### src/rtl/shift_arb_pkg.sv
// Shared constants and the round-robin pick helper for shift_arbiter.
// rr_pick works on a fixed maximum width so one function serves every REQS.
package shift_arb_pkg;

    localparam int N_DEF     = 8;
    localparam int REQS_DEF  = 4;
    localparam int MAX_REQS  = 64;
    localparam int PICK_IDXW = 8;

    typedef struct packed {
        logic                 found;
        logic [PICK_IDXW-1:0] idx;
    } rr_pick_t;

    // First set bit of valid[reqs-1:0], searching upward from ptr and wrapping.
    function automatic rr_pick_t rr_pick(input logic [MAX_REQS-1:0] valid,
                                         input int unsigned         ptr,
                                         input int unsigned         reqs);
        rr_pick_t    res;
        int unsigned j;
        res.found = 1'b0;
        res.idx   = '0;
        j         = 32'd0;
        for (int unsigned i = 0; i < MAX_REQS; i++) begin
            if (!res.found && (i < reqs)) begin
                j = ptr + i;
                if (j >= reqs) begin
                    j = j - reqs;
                end else begin
                    j = j;
                end
                if (valid[j]) begin
                    res.found = 1'b1;
                    res.idx   = j[PICK_IDXW-1:0];
                end else begin
                    res.found = res.found;
                end
            end else begin
                res = res;
            end
        end
        return res;
    endfunction

endpackage

### src/rtl/barrelShifter.sv
// Combinational logarithmic left shifter: zero fill, result truncated to N bits.
module barrelShifter #(
    parameter  int N  = 8,
    localparam int AW = $clog2(N)
) (
    input  logic [N-1:0]  data_i,
    input  logic [AW-1:0] amt_i,
    output logic [N-1:0]  data_o
);

    logic [N-1:0] stage_s [0:AW];

    assign stage_s[0] = data_i;

    // Stage k shifts by 2**k when amount bit k is set.
    for (genvar k = 0; k < AW; k++) begin : g_stage
        assign stage_s[k+1] = amt_i[k] ? (stage_s[k] << (2 ** k)) : stage_s[k];
    end

    assign data_o = stage_s[AW];

endmodule

### src/rtl/shift_arbiter_rr.sv
// Round-robin arbiter: owns the rotating priority pointer, which moves
// one past the winner only when the grant is actually taken.
module rr_arbiter
    import shift_arb_pkg::*;
#(
    parameter  int REQS = REQS_DEF,
    localparam int IDW  = $clog2(REQS)
) (
    input  logic            clk,
    input  logic            rst_n,
    input  logic [REQS-1:0] valid_i,
    input  logic            advance_i,
    output logic [REQS-1:0] grant_o,
    output logic [IDW-1:0]  grant_idx_o,
    output logic            found_o
);

    logic [IDW-1:0]      ptr_q;
    logic [IDW-1:0]      ptr_d;
    logic [MAX_REQS-1:0] valid_ext_s;
    rr_pick_t            pick_s;
    logic [IDW-1:0]      win_s;
    logic                unused_pick_s;

    // Widen the request vector to the helper's fixed width and pick a winner.
    always_comb begin
        valid_ext_s              = '0;
        valid_ext_s[REQS-1:0]    = valid_i;
        pick_s                   = rr_pick(valid_ext_s, 32'(ptr_q), REQS);
    end

    assign win_s         = pick_s.idx[IDW-1:0];
    assign unused_pick_s = ^pick_s.idx;
    assign found_o       = pick_s.found;
    assign grant_idx_o   = win_s;

    // One-hot grant decode of the winning index.
    always_comb begin
        grant_o = '0;
        if (pick_s.found) begin
            grant_o[win_s] = 1'b1;
        end else begin
            grant_o = '0;
        end
    end

    // Next pointer: one past the winner, wrapping at REQS-1 (REQS need not be a power of two).
    always_comb begin
        ptr_d = ptr_q;
        if (advance_i && pick_s.found) begin
            if (win_s == IDW'(REQS - 1)) begin
                ptr_d = '0;
            end else begin
                ptr_d = win_s + IDW'(1);
            end
        end else begin
            ptr_d = ptr_q;
        end
    end

    // Pointer register.
    always_ff @(posedge clk) begin
        if (!rst_n) begin
            ptr_q <= '0;
        end else begin
            ptr_q <= ptr_d;
        end
    end

endmodule

### src/rtl/shift_arbiter.sv
// Shares one barrel shifter among REQS requesters with round-robin arbitration
// and a one-entry registered response stage tagged with the winner's index.
module shift_arbiter
    import shift_arb_pkg::*;
#(
    parameter  int N    = N_DEF,
    parameter  int REQS = REQS_DEF,
    localparam int IDW  = $clog2(REQS),
    localparam int AW   = $clog2(N)
) (
    input  logic              clk,
    input  logic              rst_n,
    input  logic [REQS-1:0]   req_valid,
    output logic [REQS-1:0]   req_ready,
    input  logic [REQS*N-1:0] req_data,
    input  logic [REQS*AW-1:0] req_amt,
    output logic              rsp_valid,
    input  logic              rsp_ready,
    output logic [N-1:0]      rsp_data,
    output logic [IDW-1:0]    rsp_id,
    output logic              busy
);

    logic            can_accept_s;
    logic            accept_s;
    logic            found_s;
    logic [REQS-1:0] grant_s;
    logic [IDW-1:0]  win_s;
    logic [N-1:0]    sel_data_s;
    logic [AW-1:0]   sel_amt_s;
    logic [N-1:0]    shifted_s;

    logic            rsp_valid_q;
    logic            rsp_valid_d;
    logic [N-1:0]    rsp_data_q;
    logic [N-1:0]    rsp_data_d;
    logic [IDW-1:0]  rsp_id_q;
    logic [IDW-1:0]  rsp_id_d;

    assign can_accept_s = !rsp_valid_q || rsp_ready;
    assign accept_s     = rst_n && can_accept_s && found_s;

    rr_arbiter #(
        .REQS(REQS)
    ) u_arb (
        .clk        (clk),
        .rst_n      (rst_n),
        .valid_i    (req_valid),
        .advance_i  (accept_s),
        .grant_o    (grant_s),
        .grant_idx_o(win_s),
        .found_o    (found_s)
    );

    // Ready goes only to the winner, and never while in reset or stalled.
    always_comb begin
        req_ready = '0;
        if (rst_n && can_accept_s) begin
            req_ready = grant_s;
        end else begin
            req_ready = '0;
        end
    end

    // Operand mux: route the winner's operand and amount into the shifter.
    always_comb begin
        sel_data_s = '0;
        sel_amt_s  = '0;
        for (int i = 0; i < REQS; i++) begin
            if (win_s == IDW'(i)) begin
                sel_data_s = req_data[i*N +: N];
                sel_amt_s  = req_amt[i*AW +: AW];
            end else begin
                sel_data_s = sel_data_s;
            end
        end
    end

    barrelShifter #(
        .N(N)
    ) u_shift (
        .data_i(sel_data_s),
        .amt_i (sel_amt_s),
        .data_o(shifted_s)
    );

    // Response stage next state: load on accept, drain on handshake, else hold.
    always_comb begin
        rsp_valid_d = rsp_valid_q;
        rsp_data_d  = rsp_data_q;
        rsp_id_d    = rsp_id_q;
        if (accept_s) begin
            rsp_valid_d = 1'b1;
            rsp_data_d  = shifted_s;
            rsp_id_d    = win_s;
        end else if (rsp_valid_q && rsp_ready) begin
            rsp_valid_d = 1'b0;
        end else begin
            rsp_valid_d = rsp_valid_q;
        end
    end

    // Response register; reset discards any pending result without handshake.
    always_ff @(posedge clk) begin
        if (!rst_n) begin
            rsp_valid_q <= 1'b0;
            rsp_data_q  <= '0;
            rsp_id_q    <= '0;
        end else begin
            rsp_valid_q <= rsp_valid_d;
            rsp_data_q  <= rsp_data_d;
            rsp_id_q    <= rsp_id_d;
        end
    end

    assign rsp_valid = rsp_valid_q;
    assign rsp_data  = rsp_data_q;
    assign rsp_id    = rsp_id_q;
    assign busy      = rsp_valid_q;

endmodule
### config.mk
export PLATFORM = sky130hd
export DESIGN_NAME = shift_arbiter
export DESIGN_NICKNAME = d
export VERILOG_FILES = /design/src/rtl/shift_arb_pkg.sv /design/src/rtl/barrelShifter.sv /design/src/rtl/shift_arbiter_rr.sv /design/src/rtl/shift_arbiter.sv
export SDC_FILE = /design/constraint.sdc
export NUM_CORES = 1
export LEC_CHECK = 0
export CORE_MARGIN = 1
export CORE_UTILIZATION = 24
export CTS_BUF_LIST = sky130_fd_sc_hd__clkbuf_2
export DETAILED_ROUTE_END_ITERATION = 10
export PLACE_DENSITY = 0.61
export SYNTH_ARGS = -nofsm -noshare
export SYNTH_HDL_FRONTEND = slang
export SYNTH_SLANG_ARGS = --single-unit
### constraint.sdc
create_clock -name clk -period 3.4 [get_ports clk]
set_input_delay 0.51 -clock clk [delete_from_list [all_inputs] [get_ports clk]]
set_output_delay 0.51 -clock clk [all_outputs]
set_load 0.05 [all_outputs]
==> reports/qor.csv, run 1 <==
stage,metric,value,unit
floorplanning,initial_core_util,24.97,%
yosys,synth_seq_cells,13,
yosys,yosysTopAreaCellShare,18.93,%
clocking,htree_levels,1,
placed_design,dp_slack,-0.4388,ns
yosys,synthArstFlopShare,0,%
drt,dr_total_vias,1745,
yosys,ys_warn_count,0,
worst_setup_path,reg2reg_to,rsp_data[6]$_SDFFE_PN0P_,
yosys,synth_area_leaders,"dfxtp_1 19%, o211ai_1 8.7%, ha_1 7.3%",
yosys,synth.top_cells.by_count,"16 x nand2_1, 16 x o211ai_1, 13 x dfxtp_1",
worst_setup_path,critPathMaxFanout,6,
drt,first_pass_iters,4,
worst_setup_path,crit_path_end,rsp_data[6]$_SDFFE_PN0P_,
timing,report.final.slew_viol_count,0,
yosys,yosysTopAreaCell,dfxtp_1,
grt,use_met3,2.824,%
placed_design,dpl.hpwl,3791,um
worst_setup_path,crit_path_start_kind,flop,
worst_setup_path,startpoint,u_arb.ptr_q[0]$_SDFFE_PN0P_,
drt,route.detailed.drc,0,
grt,grt-ovfl-total,0,
timing,rsz0062_at_grt,true,
timing,period_share,98.07,%
hold_path,hp-class,flop to flop,
worst_setup_path,worstReg2RegStart,u_arb.ptr_q[0]$_SDFFE_PN0P_,
yosys,synthesis.area,1375,um^2
timing,worst_slew_pin_slew,0.5007,ns
final_layout,drive_above_1_share,35.23,%
placed_design,port_buffers,66,
final_layout,finalNonFillerCells,353,
yosys,synth_nets,228,
floorplanning,core_area,5507,um^2
yosys,synth_seq_area_share,18.93,%
floorplanning,rows,27,
drt,viasPerCell,4.943,
grt,grt_pass1_vias,1613,
grt,antenna_found_initial,0,
worst_setup_path,arrival,3.49,ns
timing,fmax,0.2999,GHz
yosys,synth_edf_count,0,
grt,top_usage_layer,met2,
job,maxCapViolations,0,
grt,use_met2,26.64,%
worst_setup_path,critPathKind,flop to flop,
final_layout,final_net_count,341,
outcome,status,"complete, no violations",
clocking,cts_root_buf,clkbuf_2,
worst_setup_path,worstRegToRegCells,16,
clocking,cts_made_buffers,3,
grt,grt_use_total,15.64,%
timing,worst_slack,0.06578,ns
clocking,clk_pin_slew,0.14,ns
timing,max-slew-margin-rel,66.52,%
yosys,synthFlopType,dfxtp_1,
yosys,ys_types,41,
timing,hold_viol,0,
drt,finalWirelength,4843,um
grt,grt_first_pass_wirelength,7555,um
timing,finalCriticalPeriod,3.334,ns
floorplanning,die_x,77.70,um
grt,grt_max_degree,16,
placed_design,dp_cells,337,
final_layout,area_delta_synth_final,97.54,%
clocking,clk_path_buf_depth,2,
drt,drtAntennaViolNets,0,
timing,setup_viol,0,
grt,met1_usage,20.68,%
clocking,clk_latency,0.27,ns
drt,dr.first_iter.drc_count,116,
yosys,syn_avg_cell_area,8.137,um^2
clocking,cts_hold_buffers,0,
worst_setup_path,end_kind,flop,
yosys,syn_inst,169,
timing,fin_skew,0.01114,ns
drt,post_drt_wl_per_cell,13.72,um
floorplanning,die-area,6037,um^2
timing,final.setup.tns,0,ns
worst_setup_path,reg2reg_slack,0.07,ns
floorplanning,ios,67,
floorplanning,die_h,77.70,um
final_layout,diodes,0,
worst_setup_path,cp.required,3.56,ns
placed_design,routabilityCongestion,0.8328,
clocking,tritoncts,done,
clocking,clock_sinks,13,
[metal layers]
layer / part of all wire, % / up-vias / wire (um)
met4: 1.1 / 0 / 55
met3: 3.7 / 8 / 178
li1: - / 883 / -
met2: 49 / 39 / 2396
met1: 46 / 815 / 2213
met5: 0 / - / 0
[per-stage QoR]
stage,instance area [um^2],hold WS [ns],utilization [%]
2_1_floorplan,1438,0.6628,-
3_3_place_gp,2441,0.4430,44.33
3_5_place_dp,2441,0.4479,44.33
4_1_cts,2506,0.4651,45.51
5_1_grt,2716,0.4894,49.33
6_report,2716,0.4625,49.33
[worst min-delay path by stage]
stage	start	to	slack, ns	cells past startpoint
final	rsp_data[2]$_SDFFE_PN0P_	rsp_data[2]$_SDFFE_PN0P_	0.46	2
after global routing	rsp_data[0]$_SDFFE_PN0P_	rsp_data[0]$_SDFFE_PN0P_	0.49	2
after global placement	rsp_data[2]$_SDFFE_PN0P_	rsp_data[2]$_SDFFE_PN0P_	0.44	2
after CTS	rsp_data[2]$_SDFFE_PN0P_	rsp_data[2]$_SDFFE_PN0P_	0.47	2
after floorplan	u_arb.ptr_q[1]$_SDFFE_PN0P_	u_arb.ptr_q[1]$_SDFFE_PN0P_	0.66	3
after detailed placement	rsp_data[2]$_SDFFE_PN0P_	rsp_data[2]$_SDFFE_PN0P_	0.45	2
[area by class of cell]
type                            count  area [um^2]
Multi-Input combinational cell    135         1170
Fill cell                         510         2790
Sequential cell                    13        265.3
Timing Repair Buffer              121         1134
Tap cell                           72        90.09
Clock buffer                        3        15.01
Clock inverter                      1        5.005
Inverter                            8        37.54
[placed cells by master (no fill, tap or decap), drive strengths merged, types with 3 or more instances in the layout]
cell           count
nand2             16
a221o              7
or2                5
nor2               7
buf               59
a21oi              6
a22oi              3
a21boi             5
o22a               4
ha                 8
inv                8
clkbuf             3
dlygate4sd2        4
o221ai             4
nand3              9
mux4               4
clkdlybuf4s50     58
dfxtp             13
o211ai            16
nand2b             4
o21ai              9
nor2b              3
and2               4
[logic make-up after synthesis]
kind of cell	Yosys count	share of synthesized area, %
buf+inv	21	8.098
compound gates	67	38.13
xor+xnor	1	0.6371
mux	6	8.008
fa+ha+maj	8	7.280
simple gates	53	18.93
flops	13	18.93
[state kept, by name, indices dropped and copies added (netlist names)]
register,cells
busy,1
rsp_id,2
rsp_data,8
u_arb.ptr_q,2
[worst max-delay path, cell delays in order, from the launching register on]
cell and delay [ns]:
dfxtp_4 0.42, inv_4 0.05, ha_4 0.27, mux4_2 0.33, a21o_1 0.22, buf_6 0.12, nor3_4 0.16, or2_4 0.18
inv_4 0.05, ha_4 0.16, or2_4 0.28, a221oi_4 0.24, or2_4 0.24, buf_4 0.13, o21ai_1 0.08, o2111ai_1 0.19
nand3_1 0.09
[repair_timing]
action | CTS | global route
buffers inserted | 2 | 10
resized for setup | 14 | 34
setup endpoints to repair | 10 | 10
endpoints found under the hold margin | 0 | 0
pin swaps | 2 | 26
Power of run 1 is left out: the tool's default activity adds up to more than one toggle a clock period on the data nets, which glitch-free logic cannot reach.
==> run 2: changes to the inputs <==
- REMOVE_ABC_BUFFERS: not set -> 1
==> reports/qor.csv, run 2 (synthesized netlist as in run 1, its figures left out) <==
stage,metric,value,unit,change
pwr,sequentialPowerShare,7.4,%,
clocking,clk_pin_slew,0.13,ns,was 0.14 ns
timing,final.setup.tns,0,ns,unchanged
drt,route.detailed.drc,0,,unchanged
hold_path,min_to,rsp_data[3]$_SDFFE_PN0P_,,was rsp_data[2]$_SDFFE_PN0P_
timing,rsz0062_at_grt,false,,was true
clocking,cts_hold_buffers,0,,unchanged
drt,drtAntennaViolNets,0,,unchanged
final_layout,final_net_count,329,,was 341
worst_setup_path,worstRegToRegCells,14,,was 16
worst_setup_path,end_kind,output pin,,was flop
drt,dr.first_iter.drc_count,67,,was 116
pwr,combinationalPowerShare,90.0,%,
hold_path,hp-class,flop to flop,,unchanged
pwr,power_density,1322,nW/um^2,
floorplanning,core_area,5507,um^2,unchanged
outcome,status,"complete, no violations",,unchanged
pwr,p_switching,1641,uW,
worst_setup_path,arrival,2.75,ns,was 3.49 ns
drt,first_pass_iters,4,,unchanged
drt,dr_total_vias,1679,,was 1745
final_layout,seq_area,262.8,um^2,was 265.3 um^2
worst_setup_path,critPathMaxFanout,13,,was 6
timing,setup_viol,0,,unchanged
placed_design,dpl.hpwl,3962,um,was 3791 um
final_layout,final_cell_mix,"58 x clkdlybuf4s50_1, 42 x buf_4, 16 x o211ai_1",,"was 58 x clkdlybuf4s50_1, 46 x buf_4, 16 x o211ai_1"
worst_setup_path,crit_path_start_kind,flop,,unchanged
grt,grt_max_degree,16,,unchanged
worst_setup_path,reg2reg_to,rsp_data[4]$_SDFFE_PN0P_,,was rsp_data[6]$_SDFFE_PN0P_
timing,fin_skew,0.008016,ns,was 0.01114 ns
grt,grt_first_pass_wirelength,7521,um,was 7555 um
worst_setup_path,reg2reg_slack,0.17,ns,was 0.07 ns
worst_setup_path,crit_family,simple AND/OR/NAND/NOR gates,,unchanged
grt,use_met2,28.67,%,was 26.64%
floorplanning,die_h,77.70,um,unchanged
worst_setup_path,cp.required,2.89,ns,was 3.56 ns
timing,hold_viol,0,,unchanged
final_layout,mostFrequentLayoutCell,clkdlybuf4s50_1,,unchanged
pwr,netSwitchingFraction,49.45,%,
timing,period_share,95.76,%,was 98.07%
worst_setup_path,cp_slowest_cell,mux4_2,,was dfxtp_4
final_layout,diodes,0,,unchanged
drt,finalWirelength,4771,um,was 4843 um
final_layout,fill_cells,529,,was 510
worst_setup_path,path_buf_inv,4,,unchanged
grt,top_usage_layer,met2,,unchanged
grt,grt_pass1_vias,1658,,was 1613
final_layout,area_delta_synth_final,82.53,%,was 97.54%
pwr,p_total,3319,uW,
clocking,cts_root_buf,clkbuf_2,,unchanged
clocking,htree_levels,1,,unchanged
clocking,tritoncts,done,,unchanged
timing,report.final.slew_viol_count,0,,unchanged
hold_path,holdPathStages,2,,unchanged
pwr,p_int,1678,uW,
job,maxCapViolations,0,,unchanged
worst_setup_path,critPathKind,flop to output pin,,was flop to flop
worst_setup_path,cpPeakStageDelay,0.52,ns,was 0.42 ns
floorplanning,die_x,77.70,um,unchanged
drt,viasPerCell,4.924,,was 4.943
placed_design,port_buffers,66,,unchanged
grt,antenna_found_initial,0,,unchanged
clocking,clk_path_buf_depth,2,,unchanged
final_layout,multi_input_area,1094,um^2,was 1170 um^2
worst_setup_path,cp_common_cell,buf_6,,was or2_4
final_layout,largest_reg_flops,8,,unchanged
hold_path,min-delay-start,rsp_data[3]$_SDFFE_PN0P_,,was rsp_data[2]$_SDFFE_PN0P_
floorplanning,initial_core_util,24.97,%,unchanged
grt,met1_usage,18.65,%,was 20.68%
pwr,leakage,0.0009904,uW,
pwr,vdd_drop_max,685.8,uV,
clocking,cts_made_buffers,3,,unchanged
drt,post_drt_wl_per_cell,13.99,um,was 13.72 um
pwr,clock_power_share,2.5,%,
floorplanning,ios,67,,unchanged
timing,finalCriticalPeriod,3.256,ns,was 3.334 ns
timing,max-slew-margin-rel,66.83,%,was 66.52%
final_layout,drive_above_1_share,30.86,%,was 35.23%
grt,use_met3,3.176,%,was 2.824%
floorplanning,die-area,6037,um^2,unchanged
worst_setup_path,worstReg2RegStart,u_arb.ptr_q[0]$_SDFFE_PN0P_,,unchanged
grt,grt_use_total,15.68,%,was 15.64%
worst_setup_path,cp_cell_sequence,buf_6 -> mux4_2 -> nand2_2 -> a21oi_1 -> xnor2_1 -> or2_4 -> inv_1 -> ha_2 -> buf_6 -> and2_1 -> buf_12,,was inv_4 -> ha_4 -> mux4_2 -> a21o_1 -> buf_6 -> nor3_4 -> or2_4 -> inv_4 -> ha_4 -> or2_4 -> a221oi_4 -> or2_4 -> buf_4 -> o21ai_1 -> o2111ai_1 -> nand3_1
clocking,clock_sinks,13,,unchanged
floorplanning,rows,27,,unchanged
timing,fmax,0.3071,GHz,was 0.2999 GHz
timing,worst_slew_pin_slew,0.4960,ns,was 0.5007 ns
placed_design,routabilityCongestion,0.8078,,was 0.8328
clocking,clk_latency,0.28,ns,was 0.27 ns
grt,grt-ovfl-total,0,,unchanged
-- run 2: cell types whose count changed in the layout (fill, tap and decap cells not counted), sizes merged --
cell    change
buf        -12
clkbuf      +1
clkinv      -1
-- run 2: area by class of cell --
class	instances	area share (%)
clock buffer	4	0.7976
sequential	13	10.47
multi-input combinational	135	43.57
timing repair buffer	109	40.38
inverter	8	1.196
tap	72	3.589
-- run 2: stage by stage --
step,utilization [%],hold WS [ns],setup slack [ns],std cells,cell area [um^2]
finish,45.58,0.4599,0.1441,341,2510
global route,45.58,0.4871,0.002540,341,2510
CTS,44.26,0.4612,0.03611,341,2437
detailed placement,43.49,0.4432,-0.5295,337,2395
global placement,43.49,0.4403,-0.4966,337,2395
floorplan,-,0.6382,-0.6333,156,1294
-- run 2: worst max-delay path by stage --
stage / start / endpoint / slack [ns] / depth (start not counted)
after detailed placement: req_valid[2] / rsp_data[3]$_SDFFE_PN0P_ / -0.53 / 15
after global placement: req_valid[2] / rsp_data[3]$_SDFFE_PN0P_ / -0.50 / 15
final: u_arb.ptr_q[0]$_SDFFE_PN0P_ / req_ready[1] / 0.14 / 11
after global routing: u_arb.ptr_q[0]$_SDFFE_PN0P_ / rsp_data[6]$_SDFFE_PN0P_ / 0.003 / 14
after CTS: u_arb.ptr_q[0]$_SDFFE_PN0P_ / rsp_data[3]$_SDFFE_PN0P_ / 0.04 / 17
after floorplan: u_arb.ptr_q[0]$_SDFFE_PN0P_ / rsp_data[1]$_SDFFE_PN0P_ / -0.63 / 14
-- run 2: layer usage --
| metal | up-vias | wire, um |
|---|---|---|
| li1 | 857 | - |
| met1 | 789 | 2158 |
| met2 | 26 | 2423 |
| met3 | 7 | 136 |
| met4 | 0 | 52 |
| met5 | - | 0 |
-- run 2: power groups by stage --
stage | clock network, uW | logic [uW] | registers (uW)
after floorplan | 0 | 1450 | 439
after global placement | 0 | 2750 | 249
after detailed placement | 0 | 2770 | 249
after CTS | 88.6 | 2860 | 246
after global routing | 94.9 | 3220 | 256
final | 84.3 | 2990 | 247
-- run 2: worst reg2reg max path, cell delays in order (launching register included) --
cell and delay (ns):
dfxtp_2 0.38, buf_6 0.12, mux4_2 0.52, a21o_1 0.25
o22a_1 0.18, o21ai_2 0.17, buf_4 0.15, ha_2 0.19
buf_4 0.13, nand2b_4 0.07, buf_4 0.15, o221a_2 0.34
nor4_1 0.29, a31oi_1 0.08, a21oi_1 0.14
-- run 2: repair_timing --
action / 4_1_cts / 5_1_grt
gates resized for setup: 17 / 19
setup endpoints to repair: 11 / 10
pin swaps: 4 / 13
setup buffers: 0 / 1
Note: power is estimated with default switching activity, not from simulation.
==> run 3: changes to the inputs <==
- TNS_END_PERCENT: not set -> 20
==> results of run 3 <==
Same layout as run 2: the final DEF is identical, and so are final timing and power.
